$ cat src/rtl/cpu_pkg.sv
// Shared CPU definitions: the instruction word layout, the jump format code and the fetch FSM states.
package cpu_pkg;

    localparam logic [1:0] FMT_JMP = 2'b11;

    localparam int FMT_HI   = 15;
    localparam int FMT_LO   = 14;
    localparam int OP_HI    = 13;
    localparam int OP_LO    = 10;
    localparam int RD_HI    = 9;
    localparam int RD_LO    = 7;
    localparam int R1_HI    = 6;
    localparam int R1_LO    = 4;
    localparam int R2_HI    = 3;
    localparam int R2_LO    = 1;
    localparam int IMMF_BIT = 0;

    typedef enum logic [0:0] {
        FETCH_OP  = 1'b0,
        FETCH_EXT = 1'b1
    } fetch_state_e;

endpackage

$ cat src/rtl/instr_decode.sv
// Combinational field extraction for one 16-bit instruction word.
module instr_decode
    import cpu_pkg::*;
(
    input  logic [15:0] word,
    output logic [1:0]  format,
    output logic [3:0]  opcode,
    output logic [2:0]  regD,
    output logic [2:0]  reg1,
    output logic [2:0]  reg2,
    output logic [2:0]  imm,
    output logic        immFlag
);

    always_comb begin
        format  = word[FMT_HI:FMT_LO];
        opcode  = word[OP_HI:OP_LO];
        regD    = word[RD_HI:RD_LO];
        reg1    = word[R1_HI:R1_LO];
        reg2    = word[R2_HI:R2_LO];
        immFlag = word[IMMF_BIT];
        // The immediate shares the reg2 bits and only means something when flagged.
        imm     = word[IMMF_BIT] ? word[R2_HI:R2_LO] : 3'b000;
    end

endmodule

$ cat src/rtl/instr_fetch.sv
// Instruction fetch: streams words from instruction memory, joins jump words with their
// 16-bit target extension word, and presents decoded instructions one cycle after transfer.
module instr_fetch
    import cpu_pkg::*;
#(
    parameter logic [15:0] RESET_PC = 16'h0000
) (
    input  logic        clk,
    input  logic        rst,
    output logic        imem_req,
    output logic [15:0] imem_addr,
    input  logic [15:0] imem_rdata,
    input  logic        imem_valid,
    input  logic        stall_i,
    input  logic        redirect_i,
    input  logic [15:0] redirect_pc_i,
    output logic        valid_o,
    output logic [15:0] pc_o,
    output logic [1:0]  format_o,
    output logic [3:0]  opcode_o,
    output logic [2:0]  reg1_o,
    output logic [2:0]  reg2_o,
    output logic [2:0]  regD_o,
    output logic [2:0]  imm_o,
    output logic        immFlag_o,
    output logic [15:0] jmpLoc_o
);

    fetch_state_e state_p0;
    logic [15:0]  pc_p0;
    logic         xfer_p0;

    logic [1:0] dec_format;
    logic [3:0] dec_opcode;
    logic [2:0] dec_regD;
    logic [2:0] dec_reg1;
    logic [2:0] dec_reg2;
    logic [2:0] dec_imm;
    logic       dec_immFlag;

    instr_decode u_decode (
        .word    (imem_rdata),
        .format  (dec_format),
        .opcode  (dec_opcode),
        .regD    (dec_regD),
        .reg1    (dec_reg1),
        .reg2    (dec_reg2),
        .imm     (dec_imm),
        .immFlag (dec_immFlag)
    );

    // Stage p0: request/address straight from the pc; no fetch while reset, redirecting or held.
    assign imem_addr = pc_p0;
    assign imem_req  = !rst && !redirect_i && !(valid_o && stall_i);
    assign xfer_p0   = imem_req && imem_valid;

    // Stage p1: registered instruction outputs.
    always_ff @(posedge clk) begin
        if (rst) begin
            state_p0  <= FETCH_OP;
            pc_p0     <= RESET_PC;
            valid_o   <= 1'b0;
            pc_o      <= 16'h0000;
            format_o  <= 2'b00;
            opcode_o  <= 4'h0;
            reg1_o    <= 3'b000;
            reg2_o    <= 3'b000;
            regD_o    <= 3'b000;
            imm_o     <= 3'b000;
            immFlag_o <= 1'b0;
            jmpLoc_o  <= 16'h0000;
        end else if (redirect_i) begin
            pc_p0    <= redirect_pc_i;
            state_p0 <= FETCH_OP;
            valid_o  <= 1'b0;
        end else if (!(valid_o && stall_i)) begin
            if (xfer_p0) begin
                pc_p0 <= pc_p0 + 16'd1;
                unique case (state_p0)
                    FETCH_OP: begin
                        pc_o      <= pc_p0;
                        format_o  <= dec_format;
                        opcode_o  <= dec_opcode;
                        reg1_o    <= dec_reg1;
                        reg2_o    <= dec_reg2;
                        regD_o    <= dec_regD;
                        imm_o     <= dec_imm;
                        immFlag_o <= dec_immFlag;
                        if (dec_format == FMT_JMP) begin
                            // Hold the instruction back until its target word arrives.
                            state_p0 <= FETCH_EXT;
                            valid_o  <= 1'b0;
                        end else begin
                            jmpLoc_o <= 16'h0000;
                            valid_o  <= 1'b1;
                        end
                    end
                    FETCH_EXT: begin
                        jmpLoc_o <= imem_rdata;
                        valid_o  <= 1'b1;
                        state_p0 <= FETCH_OP;
                    end
                    default: state_p0 <= FETCH_OP;
                endcase
            end else begin
                valid_o <= 1'b0;
            end
        end
    end

endmodule

$ cat config.mk
export PLATFORM = sky130hd
export DESIGN_NAME = instr_fetch
export DESIGN_NICKNAME = d
export VERILOG_FILES = /design/src/rtl/cpu_pkg.sv /design/src/rtl/instr_decode.sv /design/src/rtl/instr_fetch.sv
export SDC_FILE = /design/constraint.sdc
export NUM_CORES = 1
export LEC_CHECK = 0
export ABC_AREA = 0
export CORE_MARGIN = 1.5
export CORE_UTILIZATION = 42
export DETAILED_ROUTE_END_ITERATION = 16
export MAX_ROUTING_LAYER = met4
export PLACE_DENSITY = 0.76
export SETUP_SLACK_MARGIN = 0.05
export SLEW_MARGIN = 5
export SYNTH_ARGS = -nofsm -noshare
export SYNTH_HDL_FRONTEND = slang
export SYNTH_HIERARCHICAL = 1
export SYNTH_SLANG_ARGS = --single-unit
$ cat constraint.sdc
create_clock -name clk -period 2.1 [get_ports clk]
set_input_delay 0.315 -clock clk [delete_from_list [all_inputs] [get_ports clk]]
set_output_delay 0.315 -clock clk [all_outputs]
set_load 0.05 [all_outputs]
### Yosys cells after proc, flatten, opt, wreduce, memory -nomap -nowiden

Index checks and enable logic that the tools add are counted.

| word-level totals | value |
|---|---|
| bits in registers | 69 |
| output and inout bits | 69 |

| cells by class | value |
|---|---|
| bitwise gates (word level) | 3 |
| reductions and logical operators | 13 |
| add/sub/neg operators | 1 |
| multiplexer cells | 11 |
| equal/unequal tests | 3 |

Operators by type and width:

| cell | count |
|---|---|
| $mux 16 | 4 |
| $pmux 16 s2 | 1 |
| $add 16x1->16 const B | 1 |
| $reduce_and 4->1 | 2 |
| $logic_and 1x1->1 | 4 |
| $ne 2x2->1 const B | 2 |
| $pmux 1 s2 | 2 |
| $reduce_and 2->1 | 2 |
| $logic_not 1->1 | 3 |
| $mux 1 | 3 |
| $mux 3 | 1 |
| $not 1->1 | 3 |
| $eq 2x2->1 const B | 1 |
| $reduce_bool 2->1 | 1 |
| $reduce_or 2->1 | 1 |

### Logic depth before layout (Yosys ltp)

Gate-level depths: netlist (run 1).

| logic depth | value |
|---|---|
| depth after elaboration | 7 |
| mapped depth | 9 |
| depth with buffers taken out | 5 |

### Hierarchy

The synthesis (run 1) kept the hierarchy.

By module, submodules not included:

| module | times used | area an instance (um^2) | cells an instance |
|---|---|---|---|
| instr_fetch | 1 | 2786.4 | 341 |
| instr_decode | 1 | 138.9 | 19 |

### Least setup slack after synthesis (run 1)

No wires, ideal clock.

| path | value |
|---|---|
| path type | flip-flop to flip-flop |
| start | register valid_o |
| end | register jmpLoc_o[0] |
| setup slack | 130 ps |
| buffers on the path | 3 |
| cell stages (with the launch flop) | 9 |
| required time | 1972 ps |
| clock period less this slack | 1970 ps |
| setup time | 128 ps |
| arrival time | 1842 ps |
| cells stage by stage | dfxtp_1 a211o_1 buf_6 clkinv_4 and3_1 clkbuf_2 buf_2 a22oi_1 nor2_1 |

| between the ends | value |
|---|---|
| cells in the longest elaborated chain, start to end | 5 |
| elaborated cells between the ends (all ways) | 6 |
| those cells by class | bitwise (1); reduce/logical (5) |

Ends and longest elaborated chain:

| what | line | text |
|---|---|---|
| start: declaration | instr_fetch.sv:17 | `output logic valid_o,` |
| start signal: assignment | instr_fetch.sv:62 | `valid_o <= 1'b0;` |
| start signal: assignment | instr_fetch.sv:75 | `valid_o <= 1'b0;` |
| start signal: assignment | instr_fetch.sv:92 | `valid_o <= 1'b0;` |
| $logic_and 1x1->1 | instr_fetch.sv:54 | `assign imem_req = !rst && !redirect_i && !(valid_o && stall_i);` |
| $logic_not 1->1 | - |  |
| $logic_and 1x1->1 | instr_fetch.sv:54 |  |
| via imem_req | instr_fetch.sv:10 | `output logic imem_req,` |
| $logic_and 1x1->1 | instr_fetch.sv:55 | `assign xfer_p0 = imem_req && imem_valid;` |
| $reduce_and 4->1 (no line) | - |  |
| end signal: assignment | instr_fetch.sv:99 | `jmpLoc_o <= imem_rdata;` |
| end: declaration | instr_fetch.sv:26 | `output logic [15:0] jmpLoc_o` |

The timed path passes the listed nets, and every way through them passes these cells.
A chain may end at the register's enable or synchronous reset.

### Final worst setup path (run 1)

| path | value |
|---|---|
| start | register pc_p0[10], in the netlist imem_addr[10] |
| end | output imem_addr[10] |

RTL lines:

| what | line | text |
|---|---|---|
| start: declaration | instr_fetch.sv:30 | `logic [15:0] pc_p0;` |
| start signal: assignment | instr_fetch.sv:73 | `pc_p0 <= redirect_pc_i;` |
| start signal: assignment | instr_fetch.sv:78 | `pc_p0 <= pc_p0 + 16'd1;` |
| end: declaration | instr_fetch.sv:11 | `output logic [15:0] imem_addr,` |

No word-level cell between the ends.

==> run summary, run 1 <==
Static leakage: 0.001467 µW
Vias in the first global route: 2687
Critical-path cell list: clkdlybuf4s50_1
Worst Path Required: 1.78 ns
Crit share post-route: 94.12%
Startpoint Class: register
Max transition margin: 53.35%
Busiest grt layer: met2
Largest cells by area after synthesis: dfxtp_1 47%, nand2_1 11%, a21oi_1 7.0%
Number of antenna violations at the first check in global routing: 0
Worst slew pin tran: 0.6997 ns
Fin. Hold Viols: 0
Top Ports: 106
Number of cells on the worst reg-to-reg path: 5
DR vias/cell: 5.451
Final setup viols: 0
Worst R2R Setup Slack: 0.35 ns
Post-Syn Area: 2925 µm²
Switching share of power: 28.13%
Async set-or-reset flop fraction in the synthesized netlist: 0%
Global-route wire length before repair: 13.05 mm
Hold Crit Class: register to register
Pint: 2000 µW
DR DRC count: 0
Initial DRC count: 167
DIE AREA: 7474 µm²
CORE AREA: 6756 µm²
CP delay by family, top: buffers and inverters
Die height: 86.46 µm
Finished Layout Cells: 534
Final GP Congestion: 0.8460
Crit. End Element: output pin
Share of power burned in registers: 49.8%
All-layer global routing usage: 23.21%
CTS tree: done
Final net count: 489
Grt met1 use: 29.95%
Post-synth top area share: 47.22%
Synth unique cells: 37
Most common library cells after synthesis: 88 x nand2_1, 69 x dfxtp_1, 41 x a21oi_1
Worst hold stages: 2
Routed Antenna Nets: 0
Mean area per synthesized cell: 8.126 µm²
GRT met3 Usage: 5.429%
Most used DFF post-synth: dfxtp_1
Die W: 86.46 µm
Cells after synthesis: 360
# clock sinks: 69
Clk root buf: clkbuf_8
CTS H-tree lvls: 3
Crit path DAT: 1.66 ns
TritonCTS buffer count: 9
Syn nets: 398
Area leader, netlist: dfxtp_1
Final setup TNS: 0 ns
Port-buffer cells: 105
N_diodes: 0
Max Cap Violations: 0
Vias after detailed routing: 2911
CP Depth: 1
Worst-skew pair later-pin latency: 0.34 ns
FF+latch count, synth: 69
Router iterations before antenna repair: 4
Top-count cell post-synth: nand2_1
Layout cells sized above 1: 8.150%
Gate power share: 16.0%
Status: finished clean
EDFF count, synth: 0
Area Overhead vs Synth: 41.66%
Slew Viols, Final: 0
CTS Buffer Depth: 2
Maximum VDD drop: 0.3661 mV
Clock power share: 34.2%
Row cnt: 30
Crit-path slowest cell: clkdlybuf4s50_1
Crit path time final: 1.977 ns
Critical path class: register to output pin
Clock transition at path regs: 0.07 ns
Largest net degree at the start of global routing: 69
Worst-path fanout max: 7
Register area share after synthesis: 47.22%
Met2 Track Usage GR: 34.94%
Placed insts: 520
NetSw: 782.8 µW
Maximum clock rate: 0.5059 GHz
Initial Util: 43.30%
CP bufs+invs: 1
Crit-path max cell delay: 0.86 ns
Post-Route WL: 8.219 mm
Grt ovf: 0
Post-DP HPWL: 5.750 mm
RSZ-0062 raised after global routing: no
Yosys warns: 6
Final Skew: 0.005481 ns
WL per Instance: 15.39 µm
P per Cell Area: 671.5 nW/µm²
## sequential cells by signal (all words and copies together) (netlist names), 2 cells and up
signal	count
jmpLoc_o	16
format_o	2
regD_o	3
pc_o	16
imem_addr	16
reg2_o	3
imm_o	3
reg1_o	3
opcode_o	4
## tightest hold or removal path: stages (launching register included)
cell,delay [ns]
dfxtp_1,0.31
nand2_1,0.05
a21oi_1,0.05
## area by class of cell
| class | count | area (µm²) |
|---|---|---|
| clock inverter | 2 | 10.01 |
| fill | 611 | 2613 |
| timing repair buffer | 121 | 1191 |
| multi-input combinational | 244 | 1279 |
| inverter | 6 | 27.53 |
| clock buffer | 12 | 155.1 |
| tap | 80 | 100.1 |
| sequential | 69 | 1381 |
## cells by family (layout without fill, tap and decap cells)
kind of cell | count (synthesis) | after routing | synth area share (%)
adder cells (fa/ha/maj) | 1 | 1 | 0.4276
AND/OR/NAND/NOR | 153 | 153 | 23.74
flip-flops | 69 | 69 | 47.22
buffers and inverters | 47 | 141 | 9.281
AO/OA/AOI/OAI | 88 | 88 | 18.61
multiplexers | 2 | 2 | 0.7271
## path summary, 6_finish.rpt
path / from / to
setup reg to reg: valid_o$_SDFFE_PP0N_ / jmpLoc_o[5]$_SDFFE_PP0P_
hold / removal: reg1_o[1]$_SDFFE_PP0P_ / reg1_o[1]$_SDFFE_PP0P_
setup / recovery: imem_addr[10]$_SDFFE_PP0P_ / imem_addr[10]
hold reg to reg: reg1_o[1]$_SDFFE_PP0P_ / reg1_o[1]$_SDFFE_PP0P_
## repair_timing
item / in CTS / in global routing
resized for setup: 0 / 1
hold endpoints to repair: 0 / 0
setup buffers: 0 / 0
endpoints found under the setup margin: 0 / 1
hold buffers: 0 / 0
## per-layer routing
layer | vias to the layer above | part of all wire [%]
li1 | 1425 | -
met5 | - | 0
met2 | 107 | 46
met3 | 17 | 6.0
met4 | 0 | 2.3
met1 | 1362 | 46
## power by group through the flow
| stage | registers, µW | logic [µW] | clock network, µW |
|---|---|---|---|
| after CTS | 1380 | 447 | 968 |
| final | 1390 | 446 | 952 |
| after detailed placement | 1410 | 445 | 0 |
| after global placement | 1410 | 441 | 0 |
| after global routing | 1390 | 471 | 1020 |
| after floorplan | 1530 | 144 | 0 |
## stage by stage
| stage | setup WS [ns] | utilization [%] | hold WS (ns) | total power (µW) | area [µm²] |
|---|---|---|---|---|---|
| after floorplan | 0.1305 | - | 0.4596 | 1676 | 2925 |
| after global placement | -0.02610 | 58.85 | 0.4408 | 1854 | 3976 |
| after detailed placement | -0.1431 | 58.85 | 0.4471 | 1859 | 3976 |
| after CTS | 0.1049 | 61.30 | 0.4565 | 2799 | 4141 |
| after global routing | 0.07239 | 61.33 | 0.4726 | 2886 | 4144 |
| final | 0.1234 | 61.33 | 0.4537 | 2783 | 4144 |
## placed cells by master, fill, tap and decap left out, drive strengths merged, types with 2 or more instances in the layout
cell / Yosys / routed
dfxtp: 69 / 69
inv: 4 / 4
and2: 5 / 5
a31oi: 8 / 8
a21oi: 41 / 41
nor3: 4 / 4
clkbuf: 15 / 12
or4: 4 / 4
nand4: 5 / 5
a311oi: 2 / 2
nand2: 89 / 89
nor2: 20 / 20
or3: 6 / 6
and4: 3 / 3
buf: 26 / 18
o211ai: 6 / 6
nand3: 10 / 10
o21ai: 5 / 5
and3: 6 / 6
a211oi: 3 / 3
a32oi: 2 / 2
a22oi: 17 / 17
clkdlybuf4s50: 0 / 102
clkinv: 2 / 4
o311ai: 2 / 2
Note: power is estimated with default switching activity, not from simulation.
==> inputs of run 2 (changes only) <==
--- a/config.mk
+++ b/config.mk
@@ -9,7 +9,7 @@
 export CORE_MARGIN = 1.5
 export CORE_UTILIZATION = 42
 export DETAILED_ROUTE_END_ITERATION = 16
-export MAX_ROUTING_LAYER = met4
+export HOLD_SLACK_MARGIN = 0.02
 export PLACE_DENSITY = 0.76
 export SETUP_SLACK_MARGIN = 0.05
 export SLEW_MARGIN = 5
==> constraint.sdc (replaced) <==
create_clock -name clk -period 2.1 [get_ports clk]
set_input_delay 0.315 -clock clk [delete_from_list [all_inputs] [get_ports clk]]
set_output_delay 0.315 -clock clk [all_outputs]
set_load 0.01 [all_outputs]
==> run 2 against run 1 <==
  * Global-route usage down 1.7 points
  * Sequential share of layout area down 0.28 points
  * Register-to-register slack better by 0.02 ns
  * Die area unchanged
  * Design area up 0.85%
  * First-iteration DRC count up 44%
  * Highest routed layer unchanged
==> run summary, run 2 (synthesis gave the netlist of run 1 again) <==
Status: finished clean
WL per Instance: 14.84 µm
Routed Antenna Nets: 0
CTS Buffer Depth: 2
NetSw: 662.8 µW
Crit share post-route: 96.29%
Row cnt: 30
GRT met3 Usage: 5.143%
CTS H-tree lvls: 3
Static leakage: 0.001468 µW
Most common cell after layout, fill and taps aside: clkdlybuf4s50_1
Critical path class: primary input to output pin
Worst hold stages: 2
Met2 Track Usage GR: 33.31%
Max Cap Violations: 0
Maximum clock rate: 0.4945 GHz
Die height: 86.46 µm
Busiest grt layer: met2
R2R Path End: opcode_o[2]$_SDFFE_PP0P_
Commonest cells after routing, fill and taps aside: 104 x clkdlybuf4s50_1, 88 x nand2_1, 69 x dfxtp_1, 41 x a21oi_1, 19 x nor2_1
Fill cells: 598
Final setup viols: 0
Final GP Congestion: 0.8426
Clk root buf: clkbuf_8
Maximum VDD drop: 0.4273 mV
Fin. Hold Viols: 0
Initial Util: 43.30%
TritonCTS buffer count: 9
Top Ports: 106
Worst Hold Launch: pc_o[12]$_SDFFE_PP0P_
# clock sinks: 69
Die W: 86.46 µm
Router iterations before antenna repair: 4
DR DRC count: 0
Gate power share: 11.3%
Worst Path Required: 1.78 ns
Worst-skew pair later-pin latency: 0.32 ns
Worst-path fanout max: 8
Switching share of power: 22.74%
Hold buffers post-CTS: 0
DIE AREA: 7474 µm²
Worst R2R Setup Slack: 0.37 ns
Crit path DAT: 1.71 ns
Final net count: 489
Max transition margin: 52.43%
Area Overhead vs Synth: 42.86%
Layout cells sized above 1: 8.333%
Final Skew: 0.008055 ns
RSZ-0062 raised after global routing: no
Global-route wire length before repair: 12.77 mm
Worst min-delay path endpoint: pc_o[12]$_SDFFE_PP0P_
Grt met1 use: 28.96%
Port-buffer cells: 105
Clock power share: 41.1%
Largest net degree at the start of global routing: 69
Post-Route WL: 7.954 mm
Vias after detailed routing: 2877
CTS tree: done
All-layer global routing usage: 21.51%
Crit. End Element: output pin
Initial DRC count: 240
Crit path time final: 2.022 ns
Post-DP HPWL: 5.534 mm
Worst slew pin tran: 0.7136 ns
Grt ovf: 0
N_diodes: 0
Hold Slack: 0.4535 ns
Hold Crit Class: register to register
P per Cell Area: 697.3 nW/µm²
Slew Viols, Final: 0
DR vias/cell: 5.368
RR Startpoint: valid_o$_SDFFE_PP0N_
Placed Instance Area: 3946 µm²
CORE AREA: 6756 µm²
Number of cells on the worst reg-to-reg path: 6
Startpoint Class: primary input
Pint: 2251 µW
Number of antenna violations at the first check in global routing: 0
Post-route cell area: 4179 µm²
Fin util: 61.85%
Vias in the first global route: 2715
Share of power burned in registers: 47.5%
Clock transition at path regs: 0.07 ns
run 2: changes by cell type in the layout (fill, tap and decap cells not counted):
cell,delta
buf_4,+1
buf_12,-2
clkdlybuf4s50_1,+2
dlymetal6s2s_1,-1
bufinv_16,+2
run 2: worst max-delay path by stage:
stage                        from  depth (start not counted)                  endpoint  slack (ns)
after floorplan               rst                          8     pc_o[10]$_SDFFE_PP0P_        0.39
after CTS                 stall_i                          4                  imem_req        0.08
after global placement    stall_i                          6  jmpLoc_o[1]$_SDFFE_PP0P_      -0.003
after global routing      stall_i                          4                  imem_req        0.05
final                     stall_i                          4                  imem_req        0.08
after detailed placement  stall_i                          6  jmpLoc_o[3]$_SDFFE_PP0P_       -0.09
run 2: metal layers:
| metal | vias up | part of all wire (%) | wire [µm] |
|---|---|---|---|
| met5 | - | 0 | 0 |
| met4 | 0 | 1.1 | 87 |
| met3 | 6 | 6.0 | 478 |
| met2 | 98 | 47 | 3741 |
| met1 | 1349 | 46 | 3646 |
| li1 | 1424 | - | - |
run 2: stage by stage:
stage	setup TNS (ns)	cells	worst slack (ns)	total power (µW)
after floorplan	0	360	0.3873	1564
after global placement	-0.008763	519	-0.002648	1738
after detailed placement	-1.262	519	-0.09036	1741
after CTS	0	536	0.08226	2935
after global routing	0	536	0.05259	3029
final	0	536	0.07794	2914
run 2: critical path, cell delays in order:
cell             delay (ns)
clkdlybuf4s50_1        0.43
a211o_1                0.32
clkinv_4               0.10
clkdlybuf4s50_1        0.54
run 2: final cells by class:
class | instances | area, µm² | share of cell area (%)
repair buffers | 121 | 1166 | 27.90
clock inverters | 4 | 70.07 | 1.677
inverters | 6 | 27.53 | 0.6587
flip-flops and latches | 69 | 1381 | 33.05
clock buffers | 12 | 155.1 | 3.713
well taps | 80 | 100.1 | 2.395
multi-input cells | 244 | 1279 | 30.60
run 2: power by group through the flow:
stage          Sequential [µW]  Combinational, µW  Clock [µW]
5_1_grt                   1390                356        1280
3_3_place_gp              1410                326           0
6_report                  1380                330        1200
3_5_place_dp              1410                328           0
2_1_floorplan             1420                141           0
4_1_cts                   1380                331        1220
run 2: timing repair:
item	in CTS	in global routing
setup buffers	1	0
resized for setup	0	0
setup endpoints to repair	1	0
